$ cat src/rtl/mctrl_pkg.sv
// Shared types for the multicycle controller: opcodes, FSM states, ALU
// operation codes and the bundle of decoded per-instruction controls.
package mctrl_pkg;

   typedef enum logic [3:0] {
      OP_JMP  = 4'h0,
      OP_JEQ  = 4'h1,
      OP_JNE  = 4'h2,
      OP_JLT  = 4'h3,
      OP_JGE  = 4'h4,
      OP_ADD  = 4'h5,
      OP_XOR  = 4'h6,
      OP_STR  = 4'h7,
      OP_LD   = 4'h8,
      OP_HALT = 4'h9,
      OP_MOVF = 4'hA,
      OP_SUB  = 4'hB,
      OP_CMP  = 4'hC,
      OP_LSL  = 4'hD,
      OP_MOVI = 4'hE,
      OP_RSL  = 4'hF
   } opcode_e;

   typedef enum logic [2:0] {
      S_IDLE,
      S_FETCH,
      S_DECODE,
      S_EXEC,
      S_MEM,
      S_WB,
      S_HALT,
      S_ERR
   } state_e;

   localparam int ALUOP_W = 3;

   localparam logic [ALUOP_W-1:0] ALU_ADD = 3'b000;
   localparam logic [ALUOP_W-1:0] ALU_LSL = 3'b001;
   localparam logic [ALUOP_W-1:0] ALU_XOR = 3'b011;
   localparam logic [ALUOP_W-1:0] ALU_RSL = 3'b101;
   localparam logic [ALUOP_W-1:0] ALU_SUB = 3'b110;
   localparam logic [ALUOP_W-1:0] ALU_CMP = 3'b111;

   // wrreg/halt are routing qualifiers used by the FSM, not ports by themselves
   typedef struct packed {
      logic               uncdjmp;
      logic               jtype;
      logic               itype;
      logic               rdmem;
      logic               wrmem;
      logic               movf;
      logic               wrreg;
      logic               halt;
      logic [ALUOP_W-1:0] aluop;
   } ctrl_t;

endpackage

$ cat src/rtl/mctrl_decode.sv
// Combinational opcode-to-control decoder; the controller registers its
// output once per instruction.
module mctrl_decode
   import mctrl_pkg::*;
(
   input  logic [3:0] op,
   output ctrl_t      ctrl
);

   always_comb begin
      ctrl = '0;
      case (opcode_e'(op))
         OP_JMP: begin
            ctrl.uncdjmp = 1'b1;
            ctrl.jtype   = 1'b1;
         end
         OP_JEQ, OP_JNE, OP_JLT, OP_JGE: ctrl.jtype = 1'b1;
         OP_ADD: begin
            ctrl.aluop = ALU_ADD;
            ctrl.wrreg = 1'b1;
         end
         OP_XOR: begin
            ctrl.aluop = ALU_XOR;
            ctrl.wrreg = 1'b1;
         end
         OP_STR:  ctrl.wrmem = 1'b1;
         OP_LD: begin
            ctrl.rdmem = 1'b1;
            ctrl.wrreg = 1'b1;
         end
         OP_HALT: ctrl.halt = 1'b1;
         OP_MOVF: begin
            ctrl.movf  = 1'b1;
            ctrl.wrreg = 1'b1;
         end
         OP_SUB: begin
            ctrl.aluop = ALU_SUB;
            ctrl.wrreg = 1'b1;
         end
         // compare only sets flags, so no register write-back
         OP_CMP:  ctrl.aluop = ALU_CMP;
         OP_LSL: begin
            ctrl.itype = 1'b1;
            ctrl.aluop = ALU_LSL;
            ctrl.wrreg = 1'b1;
         end
         OP_MOVI: begin
            ctrl.itype = 1'b1;
            ctrl.wrreg = 1'b1;
         end
         OP_RSL: begin
            ctrl.itype = 1'b1;
            ctrl.aluop = ALU_RSL;
            ctrl.wrreg = 1'b1;
         end
         default: ctrl = '0;
      endcase
   end

endmodule

$ cat src/rtl/multicycle_ctrl.sv
// Multicycle processor control FSM with memory-wait timeout.
// Define MCTRL_PERF_CNT_EN to add the CycleCnt/InstrCnt performance counters.
module multicycle_ctrl
   import mctrl_pkg::*;
#(
   parameter int OPWIDTH    = 4,
   parameter int ALUOPWIDTH = 3,
   parameter int MAXWAIT    = 15
) (
   input  logic                  Clk,
   input  logic                  Reset_n,
   input  logic                  Start,
   input  logic [OPWIDTH-1:0]    Instr,
   input  logic                  MemAck,
   output logic                  IRLoad,
   output logic                  PCEn,
   output logic                  UncdJmp,
   output logic                  JType,
   output logic                  IType,
   output logic                  RdMem,
   output logic                  WrMem,
   output logic                  WrReg,
   output logic                  Movf,
   output logic [ALUOPWIDTH-1:0] ALUOp,
   output logic                  MemReq,
   output logic                  Busy,
   output logic                  Done,
   output logic                  Err
`ifdef MCTRL_PERF_CNT_EN
   ,
   output logic [31:0]           CycleCnt,
   output logic [31:0]           InstrCnt
`endif
);

   localparam int CW = (MAXWAIT < 1) ? 1 : $clog2(MAXWAIT + 1);

   state_e        state, state_nxt;
   ctrl_t         dec, ctrl_q;
   logic [CW-1:0] wait_cnt;
   logic          timeout;

   // only the low nibble carries the opcode; wider instruction fields are ignored
   mctrl_decode u_decode (
      .op   (Instr[3:0]),
      .ctrl (dec)
   );

   assign timeout = (wait_cnt == CW'(MAXWAIT));

   always_ff @(posedge Clk or negedge Reset_n) begin
      if (!Reset_n) begin
         state    <= S_IDLE;
         ctrl_q   <= '0;
         wait_cnt <= '0;
      end else begin
         state <= state_nxt;
         if (state == S_DECODE)
            ctrl_q <= dec;
         if (state == S_MEM && !MemAck)
            wait_cnt <= wait_cnt + CW'(1);
         else
            wait_cnt <= '0;
      end
   end

   always_comb begin
      state_nxt = state;
      IRLoad    = 1'b0;
      PCEn      = 1'b0;
      WrMem     = 1'b0;
      WrReg     = 1'b0;
      MemReq    = 1'b0;
      Busy      = 1'b1;
      Done      = 1'b0;
      Err       = 1'b0;
      case (state)
         S_IDLE: begin
            Busy = 1'b0;
            if (Start)
               state_nxt = S_FETCH;
         end
         S_FETCH: begin
            IRLoad    = 1'b1;
            state_nxt = S_DECODE;
         end
         S_DECODE: state_nxt = S_EXEC;
         S_EXEC: begin
            if (ctrl_q.jtype) begin
               PCEn      = 1'b1;
               state_nxt = S_FETCH;
            end else if (ctrl_q.rdmem || ctrl_q.wrmem)
               state_nxt = S_MEM;
            else if (ctrl_q.halt)
               state_nxt = S_HALT;
            else
               state_nxt = S_WB;
         end
         // an ack on the final allowed cycle wins over the timeout
         S_MEM: begin
            MemReq = 1'b1;
            WrMem  = ctrl_q.wrmem;
            if (MemAck) begin
               if (ctrl_q.rdmem)
                  state_nxt = S_WB;
               else begin
                  PCEn      = 1'b1;
                  state_nxt = S_FETCH;
               end
            end else if (timeout)
               state_nxt = S_ERR;
         end
         S_WB: begin
            PCEn      = 1'b1;
            WrReg     = ctrl_q.wrreg;
            state_nxt = S_FETCH;
         end
         S_HALT: begin
            Busy = 1'b0;
            Done = 1'b1;
         end
         S_ERR: begin
            Busy = 1'b0;
            Err  = 1'b1;
         end
         default: begin
            Busy      = 1'b0;
            state_nxt = S_IDLE;
         end
      endcase
   end

   assign UncdJmp = ctrl_q.uncdjmp;
   assign JType   = ctrl_q.jtype;
   assign IType   = ctrl_q.itype;
   assign RdMem   = ctrl_q.rdmem;
   assign Movf    = ctrl_q.movf;
   assign ALUOp   = ALUOPWIDTH'(ctrl_q.aluop);

`ifdef MCTRL_PERF_CNT_EN
   always_ff @(posedge Clk or negedge Reset_n) begin
      if (!Reset_n) begin
         CycleCnt <= '0;
         InstrCnt <= '0;
      end else begin
         if (Busy)
            CycleCnt <= CycleCnt + 32'd1;
         if (state == S_EXEC)
            InstrCnt <= InstrCnt + 32'd1;
      end
   end
`endif

endmodule

$ cat config.mk
export PLATFORM = sky130hd
export DESIGN_NAME = multicycle_ctrl
export DESIGN_NICKNAME = d
export VERILOG_FILES = /design/src/rtl/mctrl_pkg.sv /design/src/rtl/mctrl_decode.sv /design/src/rtl/multicycle_ctrl.sv
export SDC_FILE = /design/constraint.sdc
export NUM_CORES = 1
export LEC_CHECK = 0
export BUFFER_PORTS_ARGS = -buffer_cell sky130_fd_sc_hd__buf_2
export CAP_MARGIN = 20
export CORE_MARGIN = 4
export CORE_UTILIZATION = 49
export CTS_BUF_LIST = sky130_fd_sc_hd__clkbuf_4 sky130_fd_sc_hd__clkbuf_8
export DETAILED_ROUTE_END_ITERATION = 8
export GPL_TIMING_DRIVEN = 0
export PLACE_DENSITY = 0.77
export SKIP_CTS_REPAIR_TIMING = 1
export SYNTH_ARGS = -nofsm -noshare
export SYNTH_HDL_FRONTEND = slang
export SYNTH_SLANG_ARGS = --single-unit
export TNS_END_PERCENT = 50
$ cat constraint.sdc
create_clock -name Clk -period 1.4 [get_ports Clk]
set_input_delay 0.14 -clock Clk [delete_from_list [all_inputs] [get_ports Clk]]
set_output_delay 0.14 -clock Clk [all_outputs]
set_load 0.02 [all_outputs]
==> impl_metrics.env <==
export IMPL_drt_wl_total_um=2465
export IMPL_ys_seq_area_share_pct=43.90
export IMPL_clk_path_buf_depth=2
export IMPL_ant_nets=0
export IMPL_routed_via_count=926
export IMPL_critPathLaunchType="register"
export IMPL_p_total_uw=2686
export IMPL_power_density_nw_per_um2=1993
export IMPL_synth_net_count=119
export IMPL_tightest_slew_ns=0.5516
export IMPL_hp_class="in2reg"
export IMPL_nFillCells=159
export IMPL_synth_flop_cell="dfrtp_1"
export IMPL_internal_power_uw=1553
export IMPL_grt_setup_unrepaired="yes"
export IMPL_finalCritPeriodShare_pct=114.5
export IMPL_drive_above_1_share_pct=38.85
export IMPL_grt_max_degree=19
export IMPL_cts_tree="done"
export IMPL_fin_cells=166
export IMPL_syn_to_final_growth_pct=31.34
export IMPL_cts_root_buf="clkbuf_4"
export IMPL_clock_sinks=18
export IMPL_hold_ws_ns=0.1670
export IMPL_max_freq_ghz=0.6240
export IMPL_switchingPower_uw=1133
export IMPL_crit_arrival_ns=1.46
export IMPL_relSlewSlack_pct=63.23
export IMPL_pwr_share_seq_pct=30.9
export IMPL_violations="negative setup slack"
export IMPL_synth_edf_count=0
export IMPL_cts_buffers=3
export IMPL_leakagePower_uw=0.0006515
export IMPL_hold_viol_final=0
export IMPL_viasPerCell=5.578
export IMPL_drc_errors=0
export IMPL_yosysTopAreaCellShare_pct=43.90
export IMPL_diodes=0
export IMPL_synthCells=110
export IMPL_drv_cap=0
export IMPL_yosys_top_cells_count="dfrtp_1 (18), nand2_1 (15), nor2_1 (9)"
export IMPL_core_area_um2=1982
export IMPL_place_inst=157
export IMPL_netlist_area_um2=1026
export IMPL_syn_avg_cell_area_um2=9.327
export IMPL_first_global_vias=912
export IMPL_slew_viol_final=0
export IMPL_drt_iter0_drc=17
export IMPL_die_w_um=53.76
export IMPL_io_buffer_count=20
export IMPL_power_frac_clock_pct=12.1
export IMPL_ir_drop_mv=1.404
export IMPL_synth_seq_cells=18
export IMPL_async_reset_ff_share_pct=100.0
export IMPL_power_share_combinational_pct=57.0
export IMPL_die_h_um=53.76
export IMPL_end_kind="primary output"
export IMPL_htree_levels=1
export IMPL_yosys_top_cells_area="dfrtp_1 (44%), nand2_1 (5.5%), o41ai_2 (4.8%), o21ai_0 (3.4%), nor2_1 (3.3%)"
export IMPL_wl_per_cell_um=14.85
export IMPL_yosys_area_top_type="dfrtp_1"
export IMPL_fp_dieArea_um2=2890
export IMPL_outcome="finished with violations"
export IMPL_yosysUniqueCellTypes=39
export IMPL_setup_ws_ns=-0.2025
export IMPL_insertion_delay_ns=0.30
export IMPL_fin_nets=149
export IMPL_yosys_warnings=0
export IMPL_grt_total_usage_pct=19.01
export IMPL_hpwl_um=1746
export IMPL_crit_required_ns=1.26
export IMPL_antenna_found_initial=0
export IMPL_dr_pass1_iters=4
export IMPL_final_min_clock_period_ns=1.602
export IMPL_gr_total_overflow=0
export IMPL_crit_fanout=8
export IMPL_finalSetupViolCount=15
export IMPL_start_util_pct=51.77
export IMPL_critPathKind="reg2out"
export IMPL_clkTransAtPathRegs_ns=0.10
export IMPL_final_setup_skew_ns=0.004394
export IMPL_fp_row_count=16
export IMPL_yosysMostFrequentCell="dfrtp_1"
export IMPL_grt_pass1_wl_um=3870
export IMPL_place_congestion=0.8245
export IMPL_io_pins=24
export IMPL_p_sw_share_pct=42.19
-- sequential cells by signal, summed over array words and instances (netlist names) --
register / cells
JType: 1
state: 3
RdMem: 1
Movf: 1
ctrl_q: 3
ALUOp: 3
wait_cnt: 4
UncdJmp: 1
IType: 1
-- logic make-up after synthesis --
| kind of cell | synth area share [%] |
|---|---|
| simple gates | 21.59 |
| compound gates | 19.88 |
| flops | 43.90 |
| buf+inv | 9.024 |
| xor+xnor | 3.415 |
| mux | 0.9756 |
| fa+ha+maj | 1.219 |
-- metal layers --
| layer | up-vias | track usage (%) | part of all wire, % |
|---|---|---|---|
| met3 | 9 | 3.324 | 3.8 |
| met1 | 454 | 20.00 | 40 |
| met4 | 0 | 8.936 | 3.1 |
| met2 | 24 | 35.89 | 53 |
| li1 | 439 | - | - |
| met5 | - | 0 | 0 |
-- final cells by class --
type	instances	area, um2	area share, %
Multi-Input combinational cell	75	544.3	40.39
Buffer	11	92.59	6.871
Sequential cell	18	451.7	33.52
Timing Repair Buffer	25	166.4	12.35
Clock buffer	4	36.28	2.693
Inverter	6	22.52	1.671
Tap cell	27	33.78	2.507
-- path summary, 6_finish.rpt --
kind                             startpoint           to  slack (ns)  cells past startpoint
min in group asynchronous           Reset_n     state[1]        0.29                      2
worst min-delay path               Instr[3]        JType        0.17                      2
max in group asynchronous           Reset_n        JType        0.79                      2
worst max-delay path               state[1]         PCEn       -0.20                      5
worst max register to register     state[2]    ctrl_q[6]       -0.11                      4
worst min register to register  wait_cnt[0]  wait_cnt[0]        0.47                      1
-- metrics by stage --
stage | instance area [um2] | worst slack [ns] | setup TNS (ns) | utilization [%]
4_1_cts | 1204 | -0.4785 | -2.332 | 60.73
5_1_grt | 1348 | -0.2709 | -2.167 | 67.99
2_1_floorplan | 1033 | 0.01174 | 0 | -
3_3_place_gp | 1167 | -0.07262 | -0.1245 | 58.90
6_report | 1348 | -0.2025 | -1.226 | 67.99
3_5_place_dp | 1167 | -0.1256 | -0.2994 | 58.90
-- cell usage in the layout, fill, tap and decap left out, types with 3 or more instances in the layout --
| master | n |
|---|---|
| buf_4 | 10 |
| o21ai_0 | 6 |
| nor2_1 | 7 |
| nand2_1 | 13 |
| buf_6 | 8 |
| inv_1 | 6 |
| nor3_1 | 3 |
| xnor2_1 | 3 |
| buf_2 | 16 |
| clkbuf_4 | 3 |
| dfrtp_1 | 17 |
-- power groups by stage --
stage	Combinational, uW	Clock [uW]	Sequential (uW)
floorplan	855	0	862
global placement	1200	0	814
detailed placement	1230	0	829
CTS	1240	335	818
global route	1670	369	854
finish	1530	325	830
-- critical path: stages (launching register included) --
cell,delay [ns]
dfrtp_1,0.43
buf_6,0.15
nand2b_4,0.17
a21oi_2,0.15
o21bai_1,0.12
buf_4,0.15
No activity file was read; power rests on OpenSTA's default activity.
